===== config.mk =====
export PLATFORM = sky130hd
export DESIGN_NAME = mul_div_unit
export DESIGN_NICKNAME = d
export VERILOG_FILES = /design/src/rtl/md_pkg.sv /design/src/rtl/md_iter_step.sv /design/src/rtl/mul_div_unit.sv
export SDC_FILE = /design/constraint.sdc
export NUM_CORES = 1
export LEC_CHECK = 0
export ABC_AREA = 1
export CAP_MARGIN = 20
export CELL_PAD_IN_SITES_DETAIL_PLACEMENT = 0
export CELL_PAD_IN_SITES_GLOBAL_PLACEMENT = 1
export CORE_UTILIZATION = 45
export DETAILED_ROUTE_END_ITERATION = 10
export GPL_ROUTABILITY_DRIVEN = 0
export GPL_TIMING_DRIVEN = 0
export PLACE_DENSITY_LB_ADDON = 0.3
export SYNTH_ARGS = -nofsm -noshare
export SYNTH_HDL_FRONTEND = slang
export SYNTH_SLANG_ARGS = --single-unit

===== constraint.sdc =====
create_clock -name clock -period 4.82 [get_ports clock]
set_clock_uncertainty 0.15 [all_clocks]
set_input_delay 0.482 -clock clock [delete_from_list [all_inputs] [get_ports clock]]
set_output_delay 0.482 -clock clock [all_outputs]
set_load 0.02 [all_outputs]

===== src/rtl/md_pkg.sv =====
// Shared encodings and helpers for the iterative multiply/divide unit.
package md_pkg;

  // Operation encodings as presented on the op input.
  typedef enum logic [1:0] {
    OP_MULT  = 2'b00,
    OP_MULTU = 2'b01,
    OP_DIV   = 2'b10,
    OP_DIVU  = 2'b11
  } md_op_e;

  // Sequencer states.
  typedef enum logic [1:0] {
    IDLE  = 2'b00,
    CALC  = 2'b01,
    FIXUP = 2'b10,
    DONE  = 2'b11
  } md_state_e;

  // Quotient returned on divide-by-zero. The top slices off the low WIDTH bits.
  localparam logic [63:0] DIV0_QUOT = '1;

  // MULT and DIV are the signed operations; their op[0] bit is clear.
  function automatic logic is_signed_op(input logic [1:0] op);
    return ~op[0];
  endfunction

  // op[1] separates the divide pair from the multiply pair.
  function automatic logic is_div_op(input logic [1:0] op);
    return op[1];
  endfunction

endpackage


===== src/rtl/md_iter_step.sv =====
// One iteration of the multi-cycle datapath.
//
// Multiply: the accumulator holds {partial_hi, multiplier_remaining}. The
// multiplicand is added into the upper half when the multiplier LSB is set,
// then the whole accumulator shifts right by one bit. The carry out of the add
// becomes the new top bit.
//
// Divide: the accumulator holds {partial_remainder, dividend_remaining /
// quotient_so_far}. The pair shifts left by one bit and the divisor is trial
// subtracted from the upper part. A non-negative result is kept and shifts a 1
// into the quotient. Otherwise the shifted remainder is kept and a 0 is shifted
// in. The remainder is always below the divisor, so a one-bit widening of the
// trial difference is enough to read its sign.
module md_iter_step
  import md_pkg::*;
#(
  parameter int WIDTH = 32
) (
  input  logic               is_div_i,
  input  logic [2*WIDTH-1:0] acc_i,
  input  logic [WIDTH-1:0]   opnd_i,
  output logic [2*WIDTH-1:0] acc_o
);

  logic [WIDTH:0] sum;
  logic [WIDTH:0] rem_sh;
  logic [WIDTH:0] trial;

  // Select the shift-add or restoring shift-subtract step.
  always_comb begin
    acc_o  = acc_i;
    sum    = '0;
    rem_sh = '0;
    trial  = '0;
    if (is_div_i) begin
      rem_sh = {acc_i[2*WIDTH-1:WIDTH], acc_i[WIDTH-1]};
      trial  = rem_sh - {1'b0, opnd_i};
      if (!trial[WIDTH]) begin
        acc_o = {trial[WIDTH-1:0], acc_i[WIDTH-2:0], 1'b1};
      end else begin
        acc_o = {rem_sh[WIDTH-1:0], acc_i[WIDTH-2:0], 1'b0};
      end
    end else begin
      sum   = {1'b0, acc_i[2*WIDTH-1:WIDTH]} + (acc_i[0] ? {1'b0, opnd_i} : '0);
      acc_o = {sum, acc_i[WIDTH-1:1]};
    end
  end

endmodule


===== src/rtl/mul_div_unit.sv =====
// Iterative multiply/divide unit that owns the architectural HI/LO registers.
//
// Handshake: start is taken only in IDLE or DONE. busy is high through CALC
// and FIXUP. done pulses for one cycle in DONE, which is also the cycle in
// which the new HI/LO values first appear. MTHI/MTLO writes (we_hi/we_lo) are
// honoured only when the unit is not busy. A write and a start on the same
// edge both take effect, and the later result overwrites HI/LO.
module mul_div_unit
  import md_pkg::*;
#(
  parameter int WIDTH = 32,
  parameter int CNT_W = 6
) (
  input  logic             clock,
  input  logic             reset,
  input  logic             start,
  input  logic [1:0]       op,
  input  logic [WIDTH-1:0] a,
  input  logic [WIDTH-1:0] b,
  input  logic             we_hi,
  input  logic             we_lo,
  input  logic [WIDTH-1:0] wd,
  output logic             busy,
  output logic             done,
  output logic [WIDTH-1:0] hi,
  output logic [WIDTH-1:0] lo
);

  md_state_e          state_q, state_d;
  logic [CNT_W-1:0]   cnt_q, cnt_d;
  logic [2*WIDTH-1:0] acc_q, acc_d;
  logic [WIDTH-1:0]   opnd_q, opnd_d;
  md_op_e             op_q, op_d;
  logic               neg_q, neg_d;
  logic               rem_neg_q, rem_neg_d;
  logic               div0_q, div0_d;
  logic [WIDTH-1:0]   a_raw_q, a_raw_d;
  logic [WIDTH-1:0]   hi_q, hi_d;
  logic [WIDTH-1:0]   lo_q, lo_d;

  logic               signed_op;
  logic [WIDTH-1:0]   a_abs;
  logic [WIDTH-1:0]   b_abs;
  logic [2*WIDTH-1:0] step_acc;
  logic [2*WIDTH-1:0] prod_neg;
  logic [WIDTH-1:0]   res_hi;
  logic [WIDTH-1:0]   res_lo;

  // Signed operations run on magnitudes. The signs are restored in FIXUP.
  assign signed_op = is_signed_op(op);
  assign a_abs     = (signed_op && a[WIDTH-1]) ? -a : a;
  assign b_abs     = (signed_op && b[WIDTH-1]) ? -b : b;

  assign busy = (state_q == CALC) || (state_q == FIXUP);
  assign done = (state_q == DONE);
  assign hi   = hi_q;
  assign lo   = lo_q;

  md_iter_step #(
    .WIDTH(WIDTH)
  ) u_step (
    .is_div_i(is_div_op(op_q)),
    .acc_i   (acc_q),
    .opnd_i  (opnd_q),
    .acc_o   (step_acc)
  );

  // Sequencer next-state: launch, iterate WIDTH times, fix up, report.
  always_comb begin
    state_d   = state_q;
    cnt_d     = cnt_q;
    acc_d     = acc_q;
    opnd_d    = opnd_q;
    op_d      = op_q;
    neg_d     = neg_q;
    rem_neg_d = rem_neg_q;
    div0_d    = div0_q;
    a_raw_d   = a_raw_q;
    case (state_q)
      IDLE, DONE: begin
        state_d = IDLE;
        if (start) begin
          state_d   = CALC;
          cnt_d     = '0;
          op_d      = md_op_e'(op);
          neg_d     = signed_op & (a[WIDTH-1] ^ b[WIDTH-1]);
          rem_neg_d = signed_op & a[WIDTH-1];
          div0_d    = (b == '0);
          a_raw_d   = a;
          if (is_div_op(op)) begin
            acc_d  = {{WIDTH{1'b0}}, a_abs};
            opnd_d = b_abs;
          end else begin
            acc_d  = {{WIDTH{1'b0}}, b_abs};
            opnd_d = a_abs;
          end
        end
      end
      CALC: begin
        acc_d = step_acc;
        if (cnt_q == CNT_W'(WIDTH - 1)) begin
          state_d = FIXUP;
          cnt_d   = '0;
        end else begin
          cnt_d = cnt_q + 1'b1;
        end
      end
      FIXUP: begin
        state_d = DONE;
      end
      default: begin
        state_d = IDLE;
      end
    endcase
  end

  // Final result: apply the recorded signs, or the fixed divide-by-zero answer.
  always_comb begin
    prod_neg = -acc_q;
    res_hi   = acc_q[2*WIDTH-1:WIDTH];
    res_lo   = acc_q[WIDTH-1:0];
    if (is_div_op(op_q)) begin
      if (div0_q) begin
        res_lo = DIV0_QUOT[WIDTH-1:0];
        res_hi = a_raw_q;
      end else begin
        if (neg_q) begin
          res_lo = -acc_q[WIDTH-1:0];
        end
        if (rem_neg_q) begin
          res_hi = -acc_q[2*WIDTH-1:WIDTH];
        end
      end
    end else if (neg_q) begin
      res_hi = prod_neg[2*WIDTH-1:WIDTH];
      res_lo = prod_neg[WIDTH-1:0];
    end
  end

  // HI/LO update: the result when leaving FIXUP, otherwise MTHI/MTLO when idle.
  always_comb begin
    hi_d = hi_q;
    lo_d = lo_q;
    if (state_q == FIXUP) begin
      hi_d = res_hi;
      lo_d = res_lo;
    end else if (!busy) begin
      if (we_hi) begin
        hi_d = wd;
      end
      if (we_lo) begin
        lo_d = wd;
      end
    end
  end

  // State and datapath registers. Reset abandons any operation in flight.
  always_ff @(posedge clock or negedge reset) begin
    if (!reset) begin
      state_q   <= IDLE;
      cnt_q     <= '0;
      acc_q     <= '0;
      opnd_q    <= '0;
      op_q      <= OP_MULT;
      neg_q     <= 1'b0;
      rem_neg_q <= 1'b0;
      div0_q    <= 1'b0;
      a_raw_q   <= '0;
      hi_q      <= '0;
      lo_q      <= '0;
    end else begin
      state_q   <= state_d;
      cnt_q     <= cnt_d;
      acc_q     <= acc_d;
      opnd_q    <= opnd_d;
      op_q      <= op_d;
      neg_q     <= neg_d;
      rem_neg_q <= rem_neg_d;
      div0_q    <= div0_d;
      a_raw_q   <= a_raw_d;
      hi_q      <= hi_d;
      lo_q      <= lo_d;
    end
  end

endmodule


# Word level (Yosys, flattened, before mapping)
# Cells that the tools add are included.
op_classes:
  addsub: 8
  eq_ne: 7
  muxes: 29
  n_bitwise: 4
  n_reduce_logical: 13
op_table:
  columns: ["operator", "n"]
  rows:
  - ["two-way mux 32 bit", 19]
  - ["two-way mux 64 bit", 3]
  - ["negator 32 bit", 4]
  - ["case mux 64 bit (2 select lines)", 1]
  - ["negator 64 bit", 1]
  - ["adder 32 x 33 -> 33 bit", 1]
  - ["subtractor 33 x 32 -> 33 bit", 1]
  - ["logical NOT 32 bit", 1]
  - ["two-way mux 6 bit", 2]
  - ["case mux 6 bit (2 select lines)", 1]
  - ["AND reduction 2 bit", 4]
  - ["adder 6 x 1 -> 6 bit (second input constant)", 1]
  - ["equality test 6 x 5 -> 1 bit (second input constant)", 1]
  - ["case mux 2 bit (3 select lines)", 1]
  - ["nonzero test 2 bit", 3]
  - ["equality test 2 bit (second input constant)", 2]
  - ["!= test 2 x 1 -> 1 bit (second input constant)", 2]
  - ["bitwise AND 1 bit", 2]
  - ["equality test 2 x 1 -> 1 bit (second input constant)", 1]
  - ["logical AND 1 bit", 2]
  - ["logical NOT 2 bit", 1]
  - ["two-way mux 2 bit", 1]
  - ["!= test 2 bit (second input constant)", 1]
  - ["OR reduction 2 bit", 1]
  - ["other kinds (4)", 4]
word_totals:
  ff_bits: 205
  out_inout_bits: 66
  elab_cells: 72

# Longest topological paths before layout
depth:
  depth_word: 6
  ltp_mapped: 21
  ltp_nobuf: 19

# By module
# From an unflattened synthesis, not the netlist that was laid out.
unflattened:
  hier_cells: 3546
  area_unflattened_um2: 20943.8
modules_own_cells:
  columns: ["module", "n_inst", "cells_each", "area_each_um2", "seq_area_each_um2"]
  rows:
  - ["mul_div_unit", 1, 2239, 14607.8, 5104.9]
  - ["md_iter_step", 1, 1307, 6336.1, 0.0]

# Worst setup path after synthesis
# No wires, ideal clock.
synth_path:
  path_kind: "register to register"
  from: "reg acc_q[0]"
  to: "reg acc_q[59]"
  setup_time_ps: 117
  arrival_time_ps: 2404
  required_time_ps: 4553
  path_slack_ps: 2149
  stages_incl_launch_ff: 20
  n_path_buf: 2
  path_cell_list: "dfrtp_1 > buf_2 > clkbuf_1 > nand2_1 > inv_1 > ha_1 > inv_1 > fa_1 > o21ai_1 > nand2_1 > nand2_1 > nand2_1 > nand2_1 > nand2_1 > nand3_1 > nand2_1 > nor2_1 > nor2_1 > nand2_1 > nand2_1"
synth_between:
  elab_chain_cells: 4
synth_rtl:
  columns: ["element", "line", "text"]
  rows:
  - ["start: declaration", "mul_div_unit.sv:31", "logic [2*WIDTH-1:0] acc_q, acc_d;"]
  - ["start signal: assignment", "mul_div_unit.sv:162", "acc_q <= '0;"]
  - ["start signal: assignment", "mul_div_unit.sv:174", "acc_q <= acc_d;"]
  - ["two-way mux 32 bit", "md_iter_step.sv:44", "sum = {1'b0, acc_i[2*WIDTH-1:WIDTH]} + (acc_i[0] ? {1'b0, opnd_i} : '0);"]
  - ["adder 32 x 33 -> 33 bit", "md_iter_step.sv:44", null]
  - ["two-way mux 64 bit", "md_iter_step.sv:35", "if (is_div_i) begin"]
  - ["case mux 64 bit (2 select lines)", "mul_div_unit.sv:79", "case (state_q)"]
# No other way between the ends.
# A chain may end at the register's enable or synchronous reset.

# Final worst setup path
# Ends and elaborated chain as after synthesis.

==> impl_metrics.ini <==
[synth]
ys_types = 50
synth_cells = 3626
synthMuxAreaShare_pct = 0
ys_seq_elements = 204
yosys-top-cells-area = dfrtp_1 25%, nand2_1 21%, inv_1 8.7%
synth_compound_area_share_pct = 16.06
synthesis.nets = 3804
synth-main-ff-cell = dfrtp_1
netlist_area_mm2 = 0.02070
yosysTopAreaCell = dfrtp_1
synth_top_area_share_pct = 24.66
synth_edf_count = 0
syn_avg_cell_area_um2 = 5.708
synth_xor_area_share_pct = 2.962
yosys.area_share.simple_pct = 39.87
yosysSeqAreaShare_pct = 24.66
ys_warn_count = 0
yosys.area_share.adder_pct = 4.606
synth_top_family_by_area = simple AND/OR/NAND/NOR gates
async_flop_share_pct = 100.0

[final_layout]
drive_gt1_share_pct = 2.917
area.growth.synth_to_final_pct = 16.20
stdcell_area_mm2 = 0.02405
nNetsFinal = 4001

[clock_tree]
insertion_delay_ns = 0.56
cts_resized = 0
root_buffer = clkbuf_16
cts_hold_buffers = 1
clock-sinks = 204
clockBufferDepth = 3
h-tree-depth = 1
cts-buffers-inserted = 25
postCtsSetupBuffers = 0
clk_pin_slew_worst_paths_ns = 0.06
cts_tree = done

[placed_design]
place_ws_ns = 1.019
dp_hpwl_um = 76440
place_area_mm2 = 0.02316
port_buffers = 168

[route]
num_vias = 25140
wl_per_cell_um = 21.12
drc = 0
routed_via_density = 5.661
drtPass1Iterations = 6
first_iter_violations = 3396
postRouteAntennaNets = 0
wl_um = 93790

[critical_path]
timing.critical_path.mode_cell = nand2_1
critical_path_required_ns = 5.11
worstSetupPathType = flip-flop to flip-flop
ff2ff_setup_slack_ns = 0.87
cp_cell_sequence = buf_2 -> clkbuf_1 -> nand2_1 -> inv_1 -> ha_1 -> inv_1 -> fa_1 -> o21ai_1 -> nand2_1 -> nand2_1 -> nand2_1 -> nand2_1 -> nand2_1 -> nand3_1 -> nand2_1 -> nor2_1 -> nor2_1 -> nand2_1 -> nand2_1
cp_max_fo = 10
end_kind = flip-flop
reg2reg_from = acc_q[0]
r2r-end = acc_q[59]
worstPathArrival_ns = 4.25
critPathSlowestCell = clkbuf_1
r2r.worst_path.cells = 19
cp-start-kind = flip-flop
critPathMaxStageDelay_ns = 0.62

[sta]
report.final.hold_viol_count = 0
whs_ns = 0.3380
fin_crit_ns = 3.954
fmax_mhz = 252.9
grt_setup_unrepaired = no
finalCritPeriodShare_pct = 82.04
setup_viol = 0
final.setup.worst_slack_ns = 0.8655
worst_pin_slew_ns = 1.082
slew_headroom_pct = 27.88
slew_violations = 0

[die]
chipHeight_um = 216.5
initial_core_util_pct = 45.61
core_mm2 = 0.04538
rows = 78
die_area_mm2 = 0.04685
boundaryPins = 169
die_w_um = 216.5

[power_and_ir_drop]
p_total_mw = 17.07
power_density_mw_per_mm2 = 709.9
peakVddDrop_v = 0.0003870
p_leak_nw = 12.47

[global_routing]
grt_usage_pct = 39.45
grt_max_degree = 107
antenna_found_initial = 5
gr-total-overflow = 0
grt_pass1_vias = 22740
grt_pass1_wl_um = 139200

[hold_path]
holdPathEnd = lo[17]
hp-class = flip-flop to flip-flop
hold_start = lo[17]
hold_depth = 2

[run]
drv_cap = 0

[outcome]
outcome = finished, final reports clean
## flip-flops by register name, summed over array words and instances (netlist names)
signal     cells
opnd_q        32
acc_q         64
lo            32
div0_q         1
op_q           1
a_raw_q       32
neg_q          1
hi            32
cnt_q          6
state_q        2
rem_neg_q      1
## Yosys cell counts, types with 8 or more instances
library cell     n
a21oi_1        275
ha_1            73
o211ai_1        41
nand2_2         12
nand2_1       1177
nor3_1          27
xor2_1          53
inv_1          479
nand3_1        272
nand4_1         39
o21bai_1         8
dfrtp_1        204
nor2_1         470
o221ai_1        13
o21ai_1         18
clkbuf_1       106
xnor2_1         17
buf_2           19
o21ai_0        228
buf_1           13
## where the power goes
part | total (mW) | switching [mW] | internal, mW
Combinational | 11.6 | 8.06 | 3.56
Clock | 2.04 | 0.799 | 1.24
Sequential | 3.42 | 0.914 | 2.50
Total | 17.1 | 9.77 | 7.30
## through the flow
stage,TNS (ns),util (%),std cells
floorplan,0,-,3626
global placement,-1192.07,50.97,4394
detailed placement,0,51.04,4395
CTS,0,52.99,4439
global route,0,52.99,4439
finish,0,53.00,4441
## cells in the final DEF (no fill, tap or decap), drive strengths merged, types with 6 or more instances in the layout
| cell | n |
|---|---|
| nand3 | 273 |
| nor3 | 29 |
| o221ai | 13 |
| clkbuf | 138 |
| xnor2 | 17 |
| ha | 73 |
| nor2 | 476 |
| xor2 | 53 |
| or2 | 8 |
| a21oi | 277 |
| inv | 490 |
| dfrtp | 204 |
| o21ai | 249 |
| a22oi | 7 |
| clkdlybuf4s50 | 167 |
| nand4 | 39 |
| buf | 40 |
| o21bai | 8 |
| nand2 | 1191 |
| o211ai | 41 |
| nand3b | 6 |
## kinds of logic after synthesis
group,Yosys count
AOI/OAI and AO/OA,614
buffers and inverters,632
DFF,204
xor gates and xnor gates,70
adders and majority gates,75
and+or+nand+nor,2031
## layout make-up
cell class | count | area, um2
flip-flops and latches | 204 | 5105
inverters | 487 | 1828
plain buffers | 145 | 623.1
repair buffers | 170 | 1724
clock inverters | 12 | 175.2
clock buffers | 31 | 698.2
diodes | 2 | 5.005
multi-input cells | 2790 | 13140
well taps | 600 | 750.7
fillers | 4981 | 21330
## per-layer routing
metal / GRT usage, % / share of wire (%) / routed length [um] / vias up
met5: 0 / 0.029 / 27 / -
met4: 19.98 / 5.8 / 5466 / 4
met3: 11.73 / 13 / 12270 / 253
met2: 55.74 / 40 / 37280 / 1494
met1: 54.12 / 41 / 38750 / 11440
li1: - / - / - / 11950
## worst max-delay path, delay by kind of cell, from the launching register on
kind / cells / cell delay (ns)
AOI/OAI and AO/OA: 1 / 0.40
adders and majority gates: 2 / 0.62
buffers and inverters: 4 / 1.07
DFF: 1 / 0.32
and+or+nand+nor: 12 / 1.28
## how the worst max path moves through the flow
stage | start | end | slack, ns | depth (start not counted)
after floorplan | acc_q[0] | acc_q[59] | 2.15 | 19
after global placement | reset | rem_neg_q | -5.87 | 1
after detailed placement | acc_q[0] | acc_q[61] | 1.02 | 19
after CTS | acc_q[0] | acc_q[61] | 1.0 | 19
after global routing | acc_q[0] | acc_q[59] | 0.68 | 19
final | acc_q[0] | acc_q[59] | 0.87 | 19
Power figures use the tool's default switching activity.
